$ cat config.mk
export PLATFORM = sky130hd
export DESIGN_NAME = ad7266_emulator
export DESIGN_NICKNAME = d
export VERILOG_FILES = /design/src/rtl/ad7266_pkg.sv /design/src/rtl/ad7266_emulator_sync_edge.sv /design/src/rtl/ad7266_emulator.sv
export SDC_FILE = /design/constraint.sdc
export NUM_CORES = 1
export LEC_CHECK = 0
export CORE_ASPECT_RATIO = 1.1
export CORE_MARGIN = 2
export CORE_UTILIZATION = 50
export CTS_CLUSTER_SIZE = 25
export DETAILED_ROUTE_END_ITERATION = 7
export MAX_ROUTING_LAYER = met4
export PLACE_DENSITY = 0.85
export SLEW_MARGIN = 20
export SYNTH_ARGS = -nofsm -noshare
export SYNTH_HDL_FRONTEND = slang
export SYNTH_HIERARCHICAL = 1
export SYNTH_SLANG_ARGS = --single-unit
$ cat constraint.sdc
create_clock -name clk_in -period 2.7 [get_ports clk_in]
set_input_delay 0.675 -clock clk_in [delete_from_list [all_inputs] [get_ports clk_in]]
set_output_delay 0.675 -clock clk_in [all_outputs]
set_load 0.1 [all_outputs]
$ cat src/rtl/ad7266_pkg.sv
// rtl/ad7266_pkg.sv - AD7266 frame constants, state encoding and frame-word builder
package ad7266_pkg;

  localparam int FRAME_BITS  = 16;
  localparam int LEAD_ZEROS  = 2;
  localparam int DATA_BITS   = 12;
  localparam int TRAIL_ZEROS = 2;

  typedef enum logic [1:0] {
    ST_IDLE  = 2'd0,
    ST_SHIFT = 2'd1,
    ST_DONE  = 2'd2
  } state_e;

  // Differential mode is two's complement: flipping the MSB of the offset-binary sample
  function automatic logic [FRAME_BITS-1:0] frame_word(input logic [DATA_BITS-1:0] sample,
                                                        input logic sgl);
    logic [DATA_BITS-1:0] code;
    code = sgl ? sample : {~sample[DATA_BITS-1], sample[DATA_BITS-2:0]};
    return {{LEAD_ZEROS{1'b0}}, code, {TRAIL_ZEROS{1'b0}}};
  endfunction

endpackage

$ cat src/rtl/ad7266_emulator_sync_edge.sv
// rtl/ad7266_emulator_sync_edge.sv - multi-flop synchronizer with rise/fall strobes
module sync_edge #(
  parameter int   SYNC_STAGES = 2,
  parameter logic RST_VAL     = 1'b0
) (
  input  logic clk_in,
  input  logic rst_in,
  input  logic d_in,
  output logic rise_o,
  output logic fall_o
);

  logic [SYNC_STAGES-1:0] sync_q;
  logic                   prev_q;

  // Shift the asynchronous pin through the synchronizer chain, then keep one history flop
  always_ff @(posedge clk_in or posedge rst_in) begin
    if (rst_in) begin
      sync_q <= {SYNC_STAGES{RST_VAL}};
      prev_q <= RST_VAL;
    end else begin
      sync_q <= {sync_q[SYNC_STAGES-2:0], d_in};
      prev_q <= sync_q[SYNC_STAGES-1];
    end
  end

  // Strobes are decoded from the last sync stage so the consumer registers on the same edge
  assign rise_o =  sync_q[SYNC_STAGES-1] & ~prev_q;
  assign fall_o = ~sync_q[SYNC_STAGES-1] &  prev_q;

endmodule

$ cat src/rtl/ad7266_emulator.sv
// rtl/ad7266_emulator.sv - AD7266 dual-ADC serial responder model
module ad7266_emulator
  import ad7266_pkg::*;
#(
  parameter int SYNC_STAGES = 2
) (
  input  logic                 rst_in,
  input  logic                 clk_in,
  input  logic [DATA_BITS-1:0] sample_a_in,
  input  logic [DATA_BITS-1:0] sample_b_in,
  input  logic [2:0]           addr_in,
  input  logic                 sgl_in,
  input  logic                 sclk_in,
  input  logic                 csn_in,
  output logic                 douta_out,
  output logic                 doutb_out,
  output logic                 dout_en_out,
  output logic                 busy_out,
  output logic                 frame_done_out,
  output logic                 frame_abort_out,
  output logic [2:0]           frame_addr_out
);

  localparam logic [4:0] LAST_BIT = 5'(FRAME_BITS - 1);

  logic sclk_fall, csn_rise, csn_fall;

  state_e                state_q, state_d;
  logic [FRAME_BITS-1:0] sh_a_q, sh_a_d, sh_b_q, sh_b_d;
  logic [4:0]            bit_cnt_q, bit_cnt_d;
  logic                  douta_q, douta_d, doutb_q, doutb_d;
  logic                  en_q, en_d, busy_q, busy_d;
  logic                  done_q, done_d, abort_q, abort_d;
  logic [2:0]            addr_q, addr_d;

  sync_edge #(.SYNC_STAGES(SYNC_STAGES), .RST_VAL(1'b1)) u_sclk_sync (
    .clk_in (clk_in),
    .rst_in (rst_in),
    .d_in   (sclk_in),
    .rise_o (),
    .fall_o (sclk_fall)
  );

  sync_edge #(.SYNC_STAGES(SYNC_STAGES), .RST_VAL(1'b1)) u_csn_sync (
    .clk_in (clk_in),
    .rst_in (rst_in),
    .d_in   (csn_in),
    .rise_o (csn_rise),
    .fall_o (csn_fall)
  );

  // Frame sequencing: load on CSn fall, shift on SCLK fall, finish or abort on CSn rise
  always_comb begin
    state_d   = state_q;
    sh_a_d    = sh_a_q;
    sh_b_d    = sh_b_q;
    bit_cnt_d = bit_cnt_q;
    douta_d   = douta_q;
    doutb_d   = doutb_q;
    en_d      = en_q;
    busy_d    = busy_q;
    addr_d    = addr_q;
    done_d    = 1'b0;
    abort_d   = 1'b0;
    case (state_q)
      ST_IDLE: begin
        if (csn_fall) begin
          sh_a_d    = frame_word(sample_a_in, sgl_in);
          sh_b_d    = frame_word(sample_b_in, sgl_in);
          addr_d    = addr_in;
          bit_cnt_d = 5'd0;
          en_d      = 1'b1;
          busy_d    = 1'b1;
          douta_d   = sh_a_d[FRAME_BITS-1];
          doutb_d   = sh_b_d[FRAME_BITS-1];
          state_d   = ST_SHIFT;
        end
      end
      ST_SHIFT: begin
        if (sclk_fall) begin
          bit_cnt_d = bit_cnt_q + 5'd1;
          sh_a_d    = {sh_a_q[FRAME_BITS-2:0], 1'b0};
          sh_b_d    = {sh_b_q[FRAME_BITS-2:0], 1'b0};
          if (bit_cnt_q == LAST_BIT) begin
            // A CSn rise on the same cycle as the last fall completes the frame, not aborts it
            en_d    = 1'b0;
            douta_d = 1'b0;
            doutb_d = 1'b0;
            done_d  = 1'b1;
            busy_d  = ~csn_rise;
            state_d = csn_rise ? ST_IDLE : ST_DONE;
          end else begin
            douta_d = sh_a_q[FRAME_BITS-2];
            doutb_d = sh_b_q[FRAME_BITS-2];
          end
        end else if (csn_rise) begin
          abort_d = 1'b1;
          en_d    = 1'b0;
          douta_d = 1'b0;
          doutb_d = 1'b0;
          busy_d  = 1'b0;
          state_d = ST_IDLE;
        end
      end
      ST_DONE: begin
        if (csn_rise) begin
          busy_d  = 1'b0;
          state_d = ST_IDLE;
        end
      end
      default: state_d = ST_IDLE;
    endcase
  end

  // State and output registers; every output is driven straight from a flop
  always_ff @(posedge clk_in or posedge rst_in) begin
    if (rst_in) begin
      state_q   <= ST_IDLE;
      sh_a_q    <= '0;
      sh_b_q    <= '0;
      bit_cnt_q <= '0;
      douta_q   <= 1'b0;
      doutb_q   <= 1'b0;
      en_q      <= 1'b0;
      busy_q    <= 1'b0;
      done_q    <= 1'b0;
      abort_q   <= 1'b0;
      addr_q    <= '0;
    end else begin
      state_q   <= state_d;
      sh_a_q    <= sh_a_d;
      sh_b_q    <= sh_b_d;
      bit_cnt_q <= bit_cnt_d;
      douta_q   <= douta_d;
      doutb_q   <= doutb_d;
      en_q      <= en_d;
      busy_q    <= busy_d;
      done_q    <= done_d;
      abort_q   <= abort_d;
      addr_q    <= addr_d;
    end
  end

  assign douta_out       = douta_q;
  assign doutb_out       = doutb_q;
  assign dout_en_out     = en_q;
  assign busy_out        = busy_q;
  assign frame_done_out  = done_q;
  assign frame_abort_out = abort_q;
  assign frame_addr_out  = addr_q;

endmodule

After elaboration in Yosys (flattened, before gate mapping)
Index checks and enable logic that the tools add are counted.
{"block": "totals", "regBits": 52, "output_inout_bits": 9}
{"block": "classes", "addsub": 1, "eq_ne": 7, "muxes": 39, "bitwise": 9, "reduce_logical": 9}
{"cell": "two-way mux 15 bit", "count": 4}
{"cell": "one-hot mux 15 bit (2 select lines)", "count": 2}
{"cell": "two-way mux 12 bit", "count": 2}
{"cell": "two-way mux 1 bit", "count": 18}
{"cell": "two-way mux 2 bit", "count": 5}
{"cell": "two-way mux 5 bit", "count": 2}
{"cell": "one-hot mux 5 bit (2 select lines)", "count": 1}
{"cell": "AND reduction 3 bit", "count": 3}
{"cell": "inequality test 3 bit, second input constant", "count": 2}
{"cell": "NOT 1 bit", "count": 6}
{"cell": "one-hot mux 1 bit (2 select lines)", "count": 3}
{"cell": "one-hot mux 2 bit (3 select lines)", "count": 1}
{"cell": "adder 5 x 1 -> 5 bit, second input constant", "count": 1}
{"cell": "equality test 5 x 4 -> 1 bit, second input constant", "count": 1}
{"cell": "inequality test 2 bit, second input constant", "count": 2}
{"cell": "AND reduction 2 bit", "count": 2}
{"cell": "AND reduction 4 bit", "count": 1}
{"cell": "AND 1 bit", "count": 3}
{"cell": "one-hot mux 1 bit (3 select lines)", "count": 1}
{"cell": "nonzero test 3 bit", "count": 1}
{"cell": "equality test 2 x 1 -> 1 bit, second input constant", "count": 1}
{"cell": "equality test 2 bit, second input constant", "count": 1}
{"cell": "zero test 2 bit", "count": 1}
{"cell": "nonzero test 2 bit", "count": 1}

Depth between registers and ports, before layout
{"block": "depth", "depth_word": 6, "mapped_depth": 8, "depth_no_buf": 6}

By module
Netlist, hierarchy kept.
{"module": "ad7266_emulator", "instances": 1, "cells_each": 196, "area_each_um2": 2153.3, "seq_area_each_um2": 1051.0}
{"module": "sync_edge", "instances": 2, "cells_each": 6, "area_each_um2": 97.6, "seq_area_each_um2": 78.8}

Worst setup path after synthesis
No wires, ideal clock.
{"block": "synth_timing", "path_type": "register -> register", "start": "register state_q[0]", "end": "register doutb_q (netlist: doutb_out)", "setup_time_ns": 0.128, "arrival_ns": 1.544, "t_required_ns": 2.572, "path_slack_ns": 1.028, "path_stages_with_launch": 6, "path_buffers": 0, "synth_period_minus_slack_ns": 1.672, "path_cell_list": "dfrtp_1 > inv_1 > ha_1 > mux2i_4 > nor2_2 > mux2_1"}
{"block": "synth_via", "elab_chain_cells": 3, "elab_cells_between_ends": 7}
{"item": "start, declared", "line": "ad7266_emulator.sv:28", "text": "state_e state_q, state_d;"}
{"item": "start signal, assigned", "line": "ad7266_emulator.sv:130", "text": "state_q <= state_d;"}
{"item": "equality test 2 x 1 -> 1 bit or zero test 2 bit (tied branches)", "line": "ad7266_emulator.sv:65", "text": "case (state_q)"}
{"item": "inequality test 3 bit (no line) (tied with other cells)"}
{"item": "AND reduction 3 bit (no line)"}
{"item": "end signal, assigned", "line": "ad7266_emulator.sv:135", "text": "doutb_q <= doutb_d;"}
{"item": "end, declared", "line": "ad7266_emulator.sv:31", "text": "logic douta_q, douta_d, doutb_q, doutb_d;"}
Parallel ways exist; a longest one is shown, timed or not.
A chain may end at the register's enable or synchronous reset.

Final worst setup path
{"block": "layout_timing", "start": "register state_q[0]", "end": "register sh_a_q[3]"}
{"block": "layout_via", "elab_chain_cells": 3, "elab_cells_between_ends": 7}
{"item": "equality test 2 x 1 -> 1 bit or zero test 2 bit (tied branches)", "line": "ad7266_emulator.sv:65"}
{"item": "inequality test 2 bit (no line) or nonzero test 2 bit (tied branches)"}
{"item": "AND reduction 3 bit (no line)"}
{"item": "end signal, assigned", "line": "ad7266_emulator.sv:119", "text": "sh_a_q <= '0;"}
{"item": "end signal, assigned", "line": "ad7266_emulator.sv:131", "text": "sh_a_q <= sh_a_d;"}
{"item": "end, declared", "line": "ad7266_emulator.sv:29", "text": "logic [FRAME_BITS-1:0] sh_a_q, sh_a_d, sh_b_q, sh_b_d;"}
Parallel ways exist; a longest one is shown, timed or not.

==> results by stage <==
Timing:
- The clock period minus final worst setup slack is 2230 ps.
- Based on the critical path, the design can be clocked at up to 449 MHz.
- The final setup violation count is 0.
- Dividing the final minimum period by the clock period gives 82.5%.
- The worst-margin pin slew is 1030 ps.
- The worst clock skew is 11.6 ps.
- Setup repair after global routing left no endpoint under its margin.
- The number of max-slew violations in the final report is 0.
- Setup slack closes at 473 ps.
- The final-layout setup total negative slack is 0 ps.
- The number of failing hold endpoints at the final stage is 0.
- The relative max-transition margin is 31.5%.
- Hold timing on the final database bottoms out at a slack of 358 ps.

Run status:
- The flow ran to the end, and the final reports show no timing, DRC or antenna violations.

CTS:
- Clock-pin slew was measured on the worst setup and hold paths at 80 ps.
- Once the clock tree was built, the resizer swapped 0 gates to a different size.
- The worst-case clock buffer depth is 2.
- Buffers inserted to repair hold after CTS numbered 0.
- The clock tree root driver cell is sky130_fd_sc_hd__clkbuf_8.
- TritonCTS built the clock tree.
- The buffers inserted during post-CTS setup optimization is 0.
- The later pin in the worst-skew pair is clocked with a latency of 300 ps.
- The H-tree was split into 2 levels.
- The number of buffers inserted during clock tree synthesis is 5.
- Counting every sink on the clock net gives 48.

Detailed routing:
- The per-cell routed wire length is 13.0 µm.
- The pre-antenna-repair detailed-routing pass consisted of 4 iterations.
- The per-cell via count in the routed design is 5.14.
- The iteration-0 DRC count of the detailed router is 59.
- In the routed design, unresolved DRC markers number 0.
- The wire length reported by the detailed router is 3.97 mm.
- In this run the remaining antenna-violating nets after routing total 0.
- Across all layers, the routed design uses 1567 vias.

Power and ir drop:
- The total power divided by cell area is 1080 nW/µm².
- In this run the static leakage power is 1.23 nW.
- The fraction of power spent switching nets is 42.0%.
- The net switching component of the power is 0.00129 W.
- The register share of total power is 36.6%.
- The combinational share of power is 47.0%.
- The fraction of power consumed by the clock network is 16.3%.
- The worst supply voltage drop on vdd is 0.000951 V.
- The internal power component is 0.00178 W.

Worst setup path:
- For the worst flop-to-flop path, the logic depth is 6.
- In this run the critical register-to-register path is launched from state_q[0]$_DFFE_PP0P_.
- The most critical setup path has its startpoint at state_q[0]$_DFFE_PP0P_.
- The capturing point of the worst reg2reg path is sh_a_q[3]$_DFFE_PP0P_.
- The setup slack of the worst register-to-register path is 470 ps.
- The arrival time at the worst endpoint is 2450 ps.
- The type of the worst setup path is reg2reg.
- The endpoint kind of the worst setup timing path is a flip-flop.
- The largest driver fanout on the critical path is 40.
- The capturing element of the worst setup path is sh_a_q[3]$_DFFE_PP0P_.
- STA classifies the critical path startpoint as a flip-flop.
- The required time of the worst setup path is 2930 ps.

Global routing:
- In this run the most used layer during global routing was met2.
- Global routing finished with a remaining overflow of 0.
- Entering global routing, the biggest net connects 43 pins.
- The met2 routing resource usage after global routing is 27.0%.
- The routing usage on met3 is 3.84%.
- The total global-route track usage is 17.0%.
- The number of antenna violations at the first check in global routing is 0.
- The first global-routing pass estimated 6.88 mm of wire.
- The via count of the first global-routing pass is 1525.
- In the global route stage, met1 resource usage came out at 21.8%.

Die:
- The die is 69.3 µm wide.
- The floorplan has 26 rows.
- The overall die area is 5250 µm².
- The floorplan die height is 75.8 µm.
- The number of top-level pins is 41.
- The starting density of the core is 51.1%.
- The floorplan step defined a core boundary enclosing 4590 µm².

Synthesis:
- The post-synthesis instance area is 2340 µm².
- In the synthesized netlist, the number of instances is 207.
- The yosys synthesis warning count is 6.
- When the netlist entered floorplanning its net count stood at 245.
- The synthesized area per cell is 11.3 µm².

Final layout:
- The final layout contains 286 nets.
- The number of antenna diodes is 0.
- The top cell types in the final layout, fill and taps aside, are 42 x sky130_fd_sc_hd__dfrtp_1, 31 x sky130_fd_sc_hd__clkdlybuf4s50_1, 29 x sky130_fd_sc_hd__nor2_1, 20 x sky130_fd_sc_hd__mux2i_1, 20 x sky130_fd_sc_hd__a21oi_2.
- From synthesis to final layout, the design area changed by 22.1%.
- The commonest non-fill, non-tap cell in the layout is sky130_fd_sc_hd__dfrtp_1.
- The share of cells above drive strength 1 is 23.3%.

Placement:
- At the end of routability-driven placement, the weighted congestion stood at 0.844.
- The total of buffers placed on input and output ports is 40.
- The half-perimeter wire length after placement is 2.92 mm.
- The worst slack after detailed placement is 484 ps.

Hold path:
- The path class of the lowest-slack min-delay path is reg2reg.
- In this run the most critical hold path is launched from u_sclk_sync/sync_q[0]$_DFF_PP1_.

Job:
- The count of maximum capacitance violations is 0.
==> state kept, by name, summed over array words and instances, names as in the netlist <==
signal / flops
sh_a_q: 13
sh_b_q: 13
bit_cnt_q: 5
frame_addr_out: 3
state_q: 2
u_csn_sync/sync_q: 2
u_sclk_sync/sync_q: 2
busy_out: 1
dout_en_out: 1
douta_out: 1
doutb_out: 1
frame_abort_out: 1
frame_done_out: 1
u_csn_sync/prev_q: 1
u_sclk_sync/prev_q: 1
==> worst max-delay path, stage by stage, from the launching register on <==
cell                      delay [ps]
sky130_fd_sc_hd__dfrtp_1         420
sky130_fd_sc_hd__inv_1            90
sky130_fd_sc_hd__ha_1            290
sky130_fd_sc_hd__mux2i_4         270
sky130_fd_sc_hd__nor2_4          810
sky130_fd_sc_hd__nor2_1          130
sky130_fd_sc_hd__a21oi_2         140
==> layout make-up <==
| cell class | count | area [µm²] |
|---|---|---|
| Inverter | 10 | 37.5 |
| Multi-Input combinational cell | 140 | 1040 |
| Fill cell | 368 | 1730 |
| Clock buffer | 6 | 72.6 |
| Tap cell | 56 | 70.1 |
| Timing Repair Buffer | 43 | 400 |
| Clock inverter | 2 | 35.0 |
| Sequential cell | 48 | 1210 |
==> power by group through the flow <==
| stage | clock network, W | registers, W | logic [W] |
|---|---|---|---|
| 2_1_floorplan | 0 | 0.00140 | 0.000943 |
| 3_3_place_gp | 0 | 0.00113 | 0.00143 |
| 3_5_place_dp | 0 | 0.00114 | 0.00146 |
| 4_1_cts | 0.000520 | 0.00113 | 0.00146 |
| 5_1_grt | 0.000547 | 0.00116 | 0.00159 |
| 6_report | 0.000502 | 0.00113 | 0.00145 |
==> worst min-delay path by stage <==
stage / end / slack, ps / cells past startpoint
after CTS: u_sclk_sync/sync_q[1]$_DFF_PP1_ / 360 / 0
final: u_sclk_sync/sync_q[1]$_DFF_PP1_ / 360 / 0
after floorplan: u_csn_sync/sync_q[1]$_DFF_PP1_ / 350 / 0
after global placement: u_sclk_sync/sync_q[1]$_DFF_PP1_ / 350 / 0
after detailed placement: u_sclk_sync/sync_q[1]$_DFF_PP1_ / 350 / 0
after global routing: u_csn_sync/sync_q[1]$_DFF_PP1_ / 360 / 0
==> layer usage <==
layer,vias to the layer above,part of all wire [%]
met2,26,50
met3,5,3.1
met4,0,1.3
met1,742,45
li1,794,-
met5,-,0
==> metrics by stage <==
step	util, %	cell area [µm²]	std cells	total power [W]
finish	62.4	2860	305	0.00308
global route	62.4	2860	305	0.00330
CTS	62.4	2860	305	0.00311
detailed placement	60.0	2750	297	0.00260
global placement	60.0	2750	297	0.00256
floorplan	-	2340	207	0.00234
No activity file was read; power rests on OpenSTA's default activity.
